--- src/rtl/bus_pkg.sv ---
// Shared definitions for the tri-state bus arbiter and its integrating level:
// the arbiter state encoding, the default bus data width used by the buffer
// instances, and the hold-counter width used when BUS_ARBITER_TIMEOUT_EN is defined.
package bus_pkg;

  typedef enum logic [1:0] {
    IDLE  = 2'd0,
    GRANT = 2'd1,
    TURN  = 2'd2
  } state_e;

  localparam int BUS_W  = 16;
  localparam int HOLD_W = 8;

endpackage

--- src/rtl/bus_arbiter_rr_pick.sv ---
// Combinational round-robin picker: finds the first set request bit searching
// upward from (last_owner + 1) mod N, wrapping around.
module rr_pick #(
  parameter int N = 4
) (
  input  logic [N-1:0]         req,
  input  logic [$clog2(N)-1:0] last_owner,
  output logic                 found,
  output logic [$clog2(N)-1:0] index
);

  localparam int IDW = $clog2(N);

  logic [IDW-1:0] cand_s;

  // Walk the offsets from farthest to nearest so the nearest hit wins last.
  always_comb begin
    found  = 1'b0;
    index  = '0;
    cand_s = '0;
    for (int i = N; i >= 1; i--) begin
      cand_s = IDW'((int'(last_owner) + i) % N);
      if (req[cand_s]) begin
        found = 1'b1;
        index = cand_s;
      end else begin
        found = found;
        index = index;
      end
    end
  end

endmodule

--- src/rtl/bus_arbiter.sv ---
// Round-robin arbiter for N requesters sharing one tri-state bus.
// Each grant is followed by one all-zero turnaround cycle on cs before the next owner.
// Optional feature: define BUS_ARBITER_TIMEOUT_EN to force release of an owner
// that keeps the bus for MAX_HOLD cycles, pulsing timeout on entry to TURN.
module bus_arbiter
  import bus_pkg::*;
#(
  parameter int N        = 4,
  parameter int MAX_HOLD = 16
) (
  input  logic                 clk,
  input  logic                 rst_n,
  input  logic [N-1:0]         req,
  input  logic [N-1:0]         done,
  output logic [N-1:0]         cs,
  output logic [$clog2(N)-1:0] gnt_id,
  output logic                 busy,
  output logic                 timeout
);

  localparam int IDW = $clog2(N);

  state_e         state_q, state_d;
  logic [N-1:0]   cs_q, cs_d;
  logic [IDW-1:0] gnt_id_q, gnt_id_d;
  logic [IDW-1:0] last_owner_q, last_owner_d;
  logic           busy_q, busy_d;

  logic           pick_found_s;
  logic [IDW-1:0] pick_idx_s;
  logic           natural_s;
  logic           force_s;
  logic           release_s;

  rr_pick #(.N(N)) u_rr_pick (
    .req        (req),
    .last_owner (last_owner_q),
    .found      (pick_found_s),
    .index      (pick_idx_s)
  );

  // Only the owner's own done/req can end its tenure; other bits are ignored.
  assign natural_s = done[gnt_id_q] | ~req[gnt_id_q];
  assign release_s = natural_s | force_s;

`ifdef BUS_ARBITER_TIMEOUT_EN
  localparam logic [HOLD_W-1:0] HOLD_LAST = HOLD_W'(MAX_HOLD - 1);

  logic [HOLD_W-1:0] hold_cnt_q, hold_cnt_d;
  logic              timeout_q, timeout_d;

  assign force_s = (state_q == GRANT) && (hold_cnt_q == HOLD_LAST);

  // Count cycles spent in GRANT; a forced release without a natural one pulses timeout.
  always_comb begin
    hold_cnt_d = '0;
    timeout_d  = 1'b0;
    if (state_q == GRANT) begin
      if (release_s) begin
        hold_cnt_d = '0;
        timeout_d  = force_s & ~natural_s;
      end else begin
        hold_cnt_d = hold_cnt_q + 8'd1;
        timeout_d  = 1'b0;
      end
    end else begin
      hold_cnt_d = '0;
      timeout_d  = 1'b0;
    end
  end

  // Hold counter and timeout pulse registers.
  always_ff @(posedge clk or negedge rst_n) begin
    if (!rst_n) begin
      hold_cnt_q <= '0;
      timeout_q  <= 1'b0;
    end else begin
      hold_cnt_q <= hold_cnt_d;
      timeout_q  <= timeout_d;
    end
  end

  assign timeout = timeout_q;
`else
  assign force_s = 1'b0;
  assign timeout = 1'b0;
`endif

  // Next-state and next-output logic; IDLE and TURN both arbitrate.
  always_comb begin
    state_d      = state_q;
    cs_d         = cs_q;
    gnt_id_d     = gnt_id_q;
    busy_d       = busy_q;
    last_owner_d = last_owner_q;
    case (state_q)
      IDLE, TURN: begin
        if (pick_found_s) begin
          state_d      = GRANT;
          cs_d         = {{(N-1){1'b0}}, 1'b1} << pick_idx_s;
          gnt_id_d     = pick_idx_s;
          busy_d       = 1'b1;
          last_owner_d = pick_idx_s;
        end else begin
          state_d  = IDLE;
          cs_d     = '0;
          gnt_id_d = '0;
          busy_d   = 1'b0;
        end
      end
      GRANT: begin
        if (release_s) begin
          state_d  = TURN;
          cs_d     = '0;
          gnt_id_d = '0;
          busy_d   = 1'b0;
        end else begin
          state_d  = GRANT;
          cs_d     = cs_q;
          gnt_id_d = gnt_id_q;
          busy_d   = 1'b1;
        end
      end
      default: begin
        state_d  = IDLE;
        cs_d     = '0;
        gnt_id_d = '0;
        busy_d   = 1'b0;
      end
    endcase
  end

  // State and registered outputs; reset clears cs asynchronously.
  always_ff @(posedge clk or negedge rst_n) begin
    if (!rst_n) begin
      state_q      <= IDLE;
      cs_q         <= '0;
      gnt_id_q     <= '0;
      busy_q       <= 1'b0;
      last_owner_q <= IDW'(N - 1);
    end else begin
      state_q      <= state_d;
      cs_q         <= cs_d;
      gnt_id_q     <= gnt_id_d;
      busy_q       <= busy_d;
      last_owner_q <= last_owner_d;
    end
  end

  assign cs     = cs_q;
  assign gnt_id = gnt_id_q;
  assign busy   = busy_q;

endmodule

--- config.mk ---
export PLATFORM = sky130hd
export DESIGN_NAME = bus_arbiter
export DESIGN_NICKNAME = d
export VERILOG_FILES = /design/src/rtl/bus_pkg.sv /design/src/rtl/bus_arbiter_rr_pick.sv /design/src/rtl/bus_arbiter.sv
export SDC_FILE = /design/constraint.sdc
export NUM_CORES = 1
export LEC_CHECK = 0
export BUFFER_PORTS_ARGS = -buffer_cell sky130_fd_sc_hd__buf_2
export CORE_AREA = 10 10 47 49
export CTS_BUF_LIST = sky130_fd_sc_hd__clkbuf_4 sky130_fd_sc_hd__clkbuf_8
export CTS_CLUSTER_SIZE = 10
export DETAILED_ROUTE_END_ITERATION = 8
export DIE_AREA = 0 0 57 59
export HOLD_SLACK_MARGIN = 0.05
export PLACE_DENSITY = 0.67
export SLEW_MARGIN = 20
export SYNTH_ARGS = -nofsm -noshare
export SYNTH_HDL_FRONTEND = slang
export SYNTH_SLANG_ARGS = --single-unit
--- constraint.sdc ---
create_clock -name clk -period 1.62 [get_ports clk]
set_clock_uncertainty 0.15 [all_clocks]
set_input_delay 0.324 -clock clk [delete_from_list [all_inputs] [get_ports clk]]
set_output_delay 0.324 -clock clk [all_outputs]
set_load 0.005 [all_outputs]
## Word-level counts from Yosys, hierarchy flattened

Index checks and enable logic that the tools add are counted.

| word-level totals | value |
|---|---|
| bits in registers | 11 |
| bits of input ports | 10 |
| word-level logic and storage cells | 55 |

| cells by class | value |
|---|---|
| $add $sub $neg | 4 |
| order comparisons | 5 |
| equality and inequality tests | 3 |
| shift operators | 1 |
| muxes and demuxes | 32 |
| bitwise operators | 2 |
| reductions and logical operators | 3 |

Operators by type and width:

| operator | number |
|---|---|
| less-than comparator 2 x 3 -> 1 bit (second input constant) | 5 |
| two-way mux 2 bit | 7 |
| two-way mux 1 bit | 13 |
| binary-select mux 1 bit (select 2 bit) | 6 |
| two-way mux 4 bit | 2 |
| case mux 2 bit (2 select lines) | 2 |
| case mux 4 bit (2 select lines) | 1 |
| adder 2 x 1 -> 2 bit (second input constant) | 2 |
| adder 2 bit (second input constant) | 2 |
| left shift 1 x 2 -> 4 bit (first input constant) | 1 |
| equality test 2 x 1 -> 1 bit (second input constant) | 1 |
| equality test 2 bit (second input constant) | 1 |
| zero test 2 bit | 1 |
| != test 2 bit (second input constant) | 1 |
| case mux 1 bit (2 select lines) | 1 |
| AND reduction 2 bit | 1 |
| OR reduction 2 bit | 1 |
| inverter 1 bit | 1 |
| OR 1 bit | 1 |

## Logic depth before layout (Yosys ltp)

| logic depth | value |
|---|---|
| word-level depth | 10 |
| gate-level depth with buffers | 5 |

## By module

Synthesis repeated with hierarchy kept, for this count alone.

| unflattened totals | value |
|---|---|
| cell total of the unflattened synthesis | 53 |
| area total of the unflattened synthesis | 548.0 µm² |

By module, submodules not included:

| module | instances | cells each | area an instance (µm²) | sequential area each (µm²) |
|---|---|---|---|---|
| bus_arbiter | 1 | 39 | 456.7 | 252.7 |
| rr_pick | 1 | 14 | 91.3 | 0.0 |

## Worst setup path after synthesis

Ideal clock, no wire load.

| timing | value |
|---|---|
| path kind | input -> register |
| from | input port req[3] |
| to | register state_q[0] |
| setup time | 0.124 ns |
| data arrival time | 1.409 ns |
| required time | 1.346 ns |
| path slack | -0.063 ns |
| stages | 5 |
| path through | nor2b_1 -> mux4_2 -> and3b_1 -> buf_6 -> or2_1 |

| on the way | value |
|---|---|
| cells in the longest elaborated chain, start to end | 8 |
| elaborated cells between the ends (all ways) | 19 |
| those cells by class | mux: 17; bitwise: 2 |

RTL lines:

| item | line | source |
|---|---|---|
| from (decl) | bus_arbiter.sv:13 | `input logic [N-1:0] req,` |
| binary-select mux 1 bit (select 2 bit) | bus_arbiter_rr_pick.sv:23 | `if (req[cand_s]) begin` |
| two-way mux 1 bit (implied by the code) | bus_arbiter_rr_pick.sv:23 |  |
| two-way mux 1 bit (4 in a row) | bus_arbiter_rr_pick.sv:23 |  |
| two-way mux 1 bit | bus_arbiter.sv:98 | `if (pick_found_s) begin` |
| case mux 2 bit (2 select lines) * | bus_arbiter.sv:96 | `case (state_q)` |
| to (signal assigned) | bus_arbiter.sv:142 | `state_q <= state_d;` |
| to (decl) | bus_arbiter.sv:23 | `state_e state_q, state_d;` |

Mark *: on every way between the ends. The rest lies on a longest branch, timed or not. The select of a mux whose other input is x is not followed.
A chain may end at the register's enable or synchronous reset.

## Final worst setup path

| timing | value |
|---|---|
| from | register gnt_id_q[0] (netlist: gnt_id[0]) |
| to | register cs_q[1] (netlist: cs[1]) |

| on the way | value |
|---|---|
| cells in the longest elaborated chain, start to end | 5 |
| elaborated cells between the ends (all ways) | 7 |
| those cells by class | eq/ne: 1; mux: 4; bitwise: 2 |

RTL lines:

| item | line | source |
|---|---|---|
| from (decl) | bus_arbiter.sv:25 | `logic [IDW-1:0] gnt_id_q, gnt_id_d;` |
| from (signal assigned) | bus_arbiter.sv:144 | `gnt_id_q <= gnt_id_d;` |
| binary-select mux 1 bit (select 2 bit) | bus_arbiter.sv:43 | `assign natural_s = done[gnt_id_q] \| ~req[gnt_id_q];` |
| two-way mux 1 bit (implied by the code) | bus_arbiter.sv:43 |  |
| inverter 1 bit | bus_arbiter.sv:43 |  |
| OR 1 bit * | bus_arbiter.sv:43 |  |
| != test 2 bit (no source line) * | n/a |  |
| to (signal assigned) | bus_arbiter.sv:143 | `cs_q <= cs_d;` |
| to (decl) | bus_arbiter.sv:24 | `logic [N-1:0] cs_q, cs_d;` |

Marked as above.

==> run_results.csv <==
group,metric,value,unit
outcome,status,"finished, violations left",
outcome,violations,"setup timing",
finish,fin_nets,81,
floorplan,die-area,0.003363,mm²
yosys,synth-simple-area-share,18.94,%
floorplan,die_h,59,µm
cts,cts.clk_slew.worst_paths,70,ps
cts,cts-root-buf,"clkbuf_4",
detailed_routing,viasPerCell,5.151,
yosys,yosysWarningCount,0,
floorplan,die-width,57,µm
global_route,grt_pass1_wl,2.263,mm
detailed_routing,ant_nets,0,
yosys,synth-seq-cells,10,
finish,final_common_cell,"buf_2",
yosys,synth-xor-area-share,0,%
detailed_routing,wire_per_inst,14.66,µm
min_path,min_path_type,"flip-flop to flip-flop",
finish,instances_no_fill,86,
pwr,power_switching_share,33.51,%
critical_path,path_class,"flip-flop to flip-flop",
yosys,avgSynthCellArea,11.10,µm²
yosys,ys_types,27,
sta,grt_setup_unrepaired,"true",
pwr,vdd_drop_max,0.0007553,V
detailed_routing,drc,0,
detailed_routing,dr.pass1.iters,3,
sta,finalSetupTns,-59.10,ps
pwr,p_int,0.7651,mW
floorplan,core.rowCount,14,
global_route,first_global_vias,525,
cts,cts_made_buffers,3,
floorplan,io_pins,18,
cts,clock_path_buffers,2,
pwr,seq_power_share,40.8,%
sta,min_period_over_period,101.5,%
cts,insertion_delay,270,ps
finish,drive_gt1_share,47.14,%
sta,setup-violations-final,4,
finish,areaGrowthSynthToFinish,34.53,%
sta,drv_slew,0,
critical_path,cp_data_required_time,1630,ps
yosys,yosysSeqAreaShare,48.44,%
place,gp_congestion,0.7516,
critical_path,start_kind,"flip-flop",
sta,max_freq,0.6080,GHz
detailed_routing,num_vias,443,
yosys,synth_compound_area_share,19.18,%
yosys,synth-adder-area-share,0,%
global_route,grtUsageTotal,8.206,%
yosys,ys_top_cells_by_area,"dfrtp_1, dfstp_2, nor2b_1",
finish,layout_common_cells,"buf_2, dfrtp_1, nor2b_1, buf_4",
sta,whs,282.9,ps
detailed_routing,wl,1.261,mm
sta,maxSlewHeadroom,63.50,%
place,dp_slack,-183.8,ps
yosys,syn_area,521.8,µm²
floorplan,core,0.001401,mm²
critical_path,cp.arrival,1650,ps
flow_run,maxCapViolations,0,
sta,layout_setup_ws,-24.77,ps
yosys,syn-num-nets,57,
finish,antenna_cells,0,
pwr,pwr-share-comb,39.8,%
yosys,yosys-mux-area-fraction,8.393,%
cts,cts.sinks,10,
sta,worstMarginPinSlew,547.6,ps
detailed_routing,drtIter0Drc,10,
place,placedCellCount,81,
floorplan,initial_core_util,37.23,%
pwr,p_leak,0.3477,nW
critical_path,crit_fanout,7,
place,dpl.hpwl,977.2,µm
sta,hold_viol_final,0,
place,portBuffers,16,
global_route,antenna_found_initial,0,
sta,fin_crit,1645,ps
pwr,p_switching,0.3856,mW
yosys,yosysTopAreaCell,"dfrtp_1",
pwr,clkPwrFrac,19.4,%
global_route,grt_max_degree,11,
pwr,pwr_density_cell,1639,mW/mm²
critical_path,end_kind,"flip-flop",
yosys,synthDominantCellAreaShare,38.37,%
global_route,grt-ovfl-total,0,
yosys,synth_top_family_by_area,"compound AO/OA/AOI/OAI gates",
yosys,syn_inst,47,
cts,cts_tree,"done",
cts,cts_setup_buffers,0,
cts,cts-htree-levels,1,
-- state kept, by name (all words and copies together) (netlist names) --
signal and cells:
gnt_id 2, cs 4, last_owner_q 2, state_q 2
-- cells by family after synthesis --
| kind of cell | Yosys count |
|---|---|
| AND/OR/NAND/NOR | 17 |
| AO/OA/AOI/OAI | 13 |
| flip-flops | 10 |
| multiplexers | 3 |
| buffers and inverters | 3 |
| other | 1 |
-- path summary, 6_finish.rpt --
path                                            start                     endpoint  slack [ps]  cells past startpoint
worst max-delay path            gnt_id[0]$_DFFE_PN0N_            cs[1]$_DFFE_PN0N_         -20                      3
worst min-delay path             state_q[1]$_DFF_PN0_         state_q[1]$_DFF_PN0_         280                      1
worst max register to register  gnt_id[0]$_DFFE_PN0N_            cs[1]$_DFFE_PN0N_         -20                      3
worst min register to register   state_q[1]$_DFF_PN0_         state_q[1]$_DFF_PN0_         280                      1
max in group asynchronous                       rst_n  last_owner_q[0]$_DFFE_PN1P_         780                      2
min in group asynchronous                       rst_n         state_q[0]$_DFF_PN0_         290                      2
-- synth_stat cells (all sizes together) --
library cell / number
nor2: 2
nor3b: 1
o2bb2ai: 2
a21oi: 2
and3b: 1
or2: 1
o221ai: 1
mux2i: 1
nand2: 3
buf: 2
a31o: 1
dfstp: 2
a21o: 2
conb: 1
mux2: 1
inv: 1
nor2b: 5
a22o: 2
mux4: 1
a32o: 1
nand2b: 2
a31oi: 1
o21ai: 1
and2: 1
dfrtp: 8
nand3b: 1
-- cell type report --
type	count	area, µm²
multi-input combinational	34	269.0
sequential	10	252.7
tap	16	20.02
fill	147	699.4
inverter	1	3.754
timing repair buffer	21	120.1
clock buffer	4	36.28
-- stage by stage --
stage	total power, mW	instance area, µm²	utilization, %
final	1.151	701.9	50.09
after global routing	1.254	701.9	50.09
after global placement	0.8923	633.1	45.18
after detailed placement	0.9000	633.1	45.18
after floorplan	0.7364	521.8	-
after CTS	1.147	686.9	49.02
-- power by group through the flow --
| stage | combinational, mW | clock (mW) | sequential [mW] |
|---|---|---|---|
| finish | 0.458 | 0.224 | 0.469 |
| global route | 0.531 | 0.231 | 0.492 |
| CTS | 0.449 | 0.229 | 0.469 |
| detailed placement | 0.431 | 0 | 0.469 |
| global placement | 0.426 | 0 | 0.467 |
| floorplan | 0.275 | 0 | 0.462 |
-- repair_timing --
action	in CTS	in global routing
hold buffers	1	0
gates resized for setup	2	2
gates cloned	0	0
pin swaps	0	1
endpoints found under the setup margin	7	8
endpoints found under the hold margin	10	0
-- layer usage --
| layer | up-vias | track usage [%] | wire [µm] |
|---|---|---|---|
| met4 | 0 | 5.034 | 25 |
| met3 | 4 | 3.433 | 125 |
| met1 | 210 | 8.669 | 526 |
| met5 | - | 0 | 0 |
| li1 | 214 | - | - |
| met2 | 15 | 13.33 | 583 |
-- worst max-delay path, stage by stage (launching register included) --
cell     delay, ps
dfrtp_1        370
mux4_2         530
and3b_2        260
a32o_2         230
(Power assumes the default switching activity.)
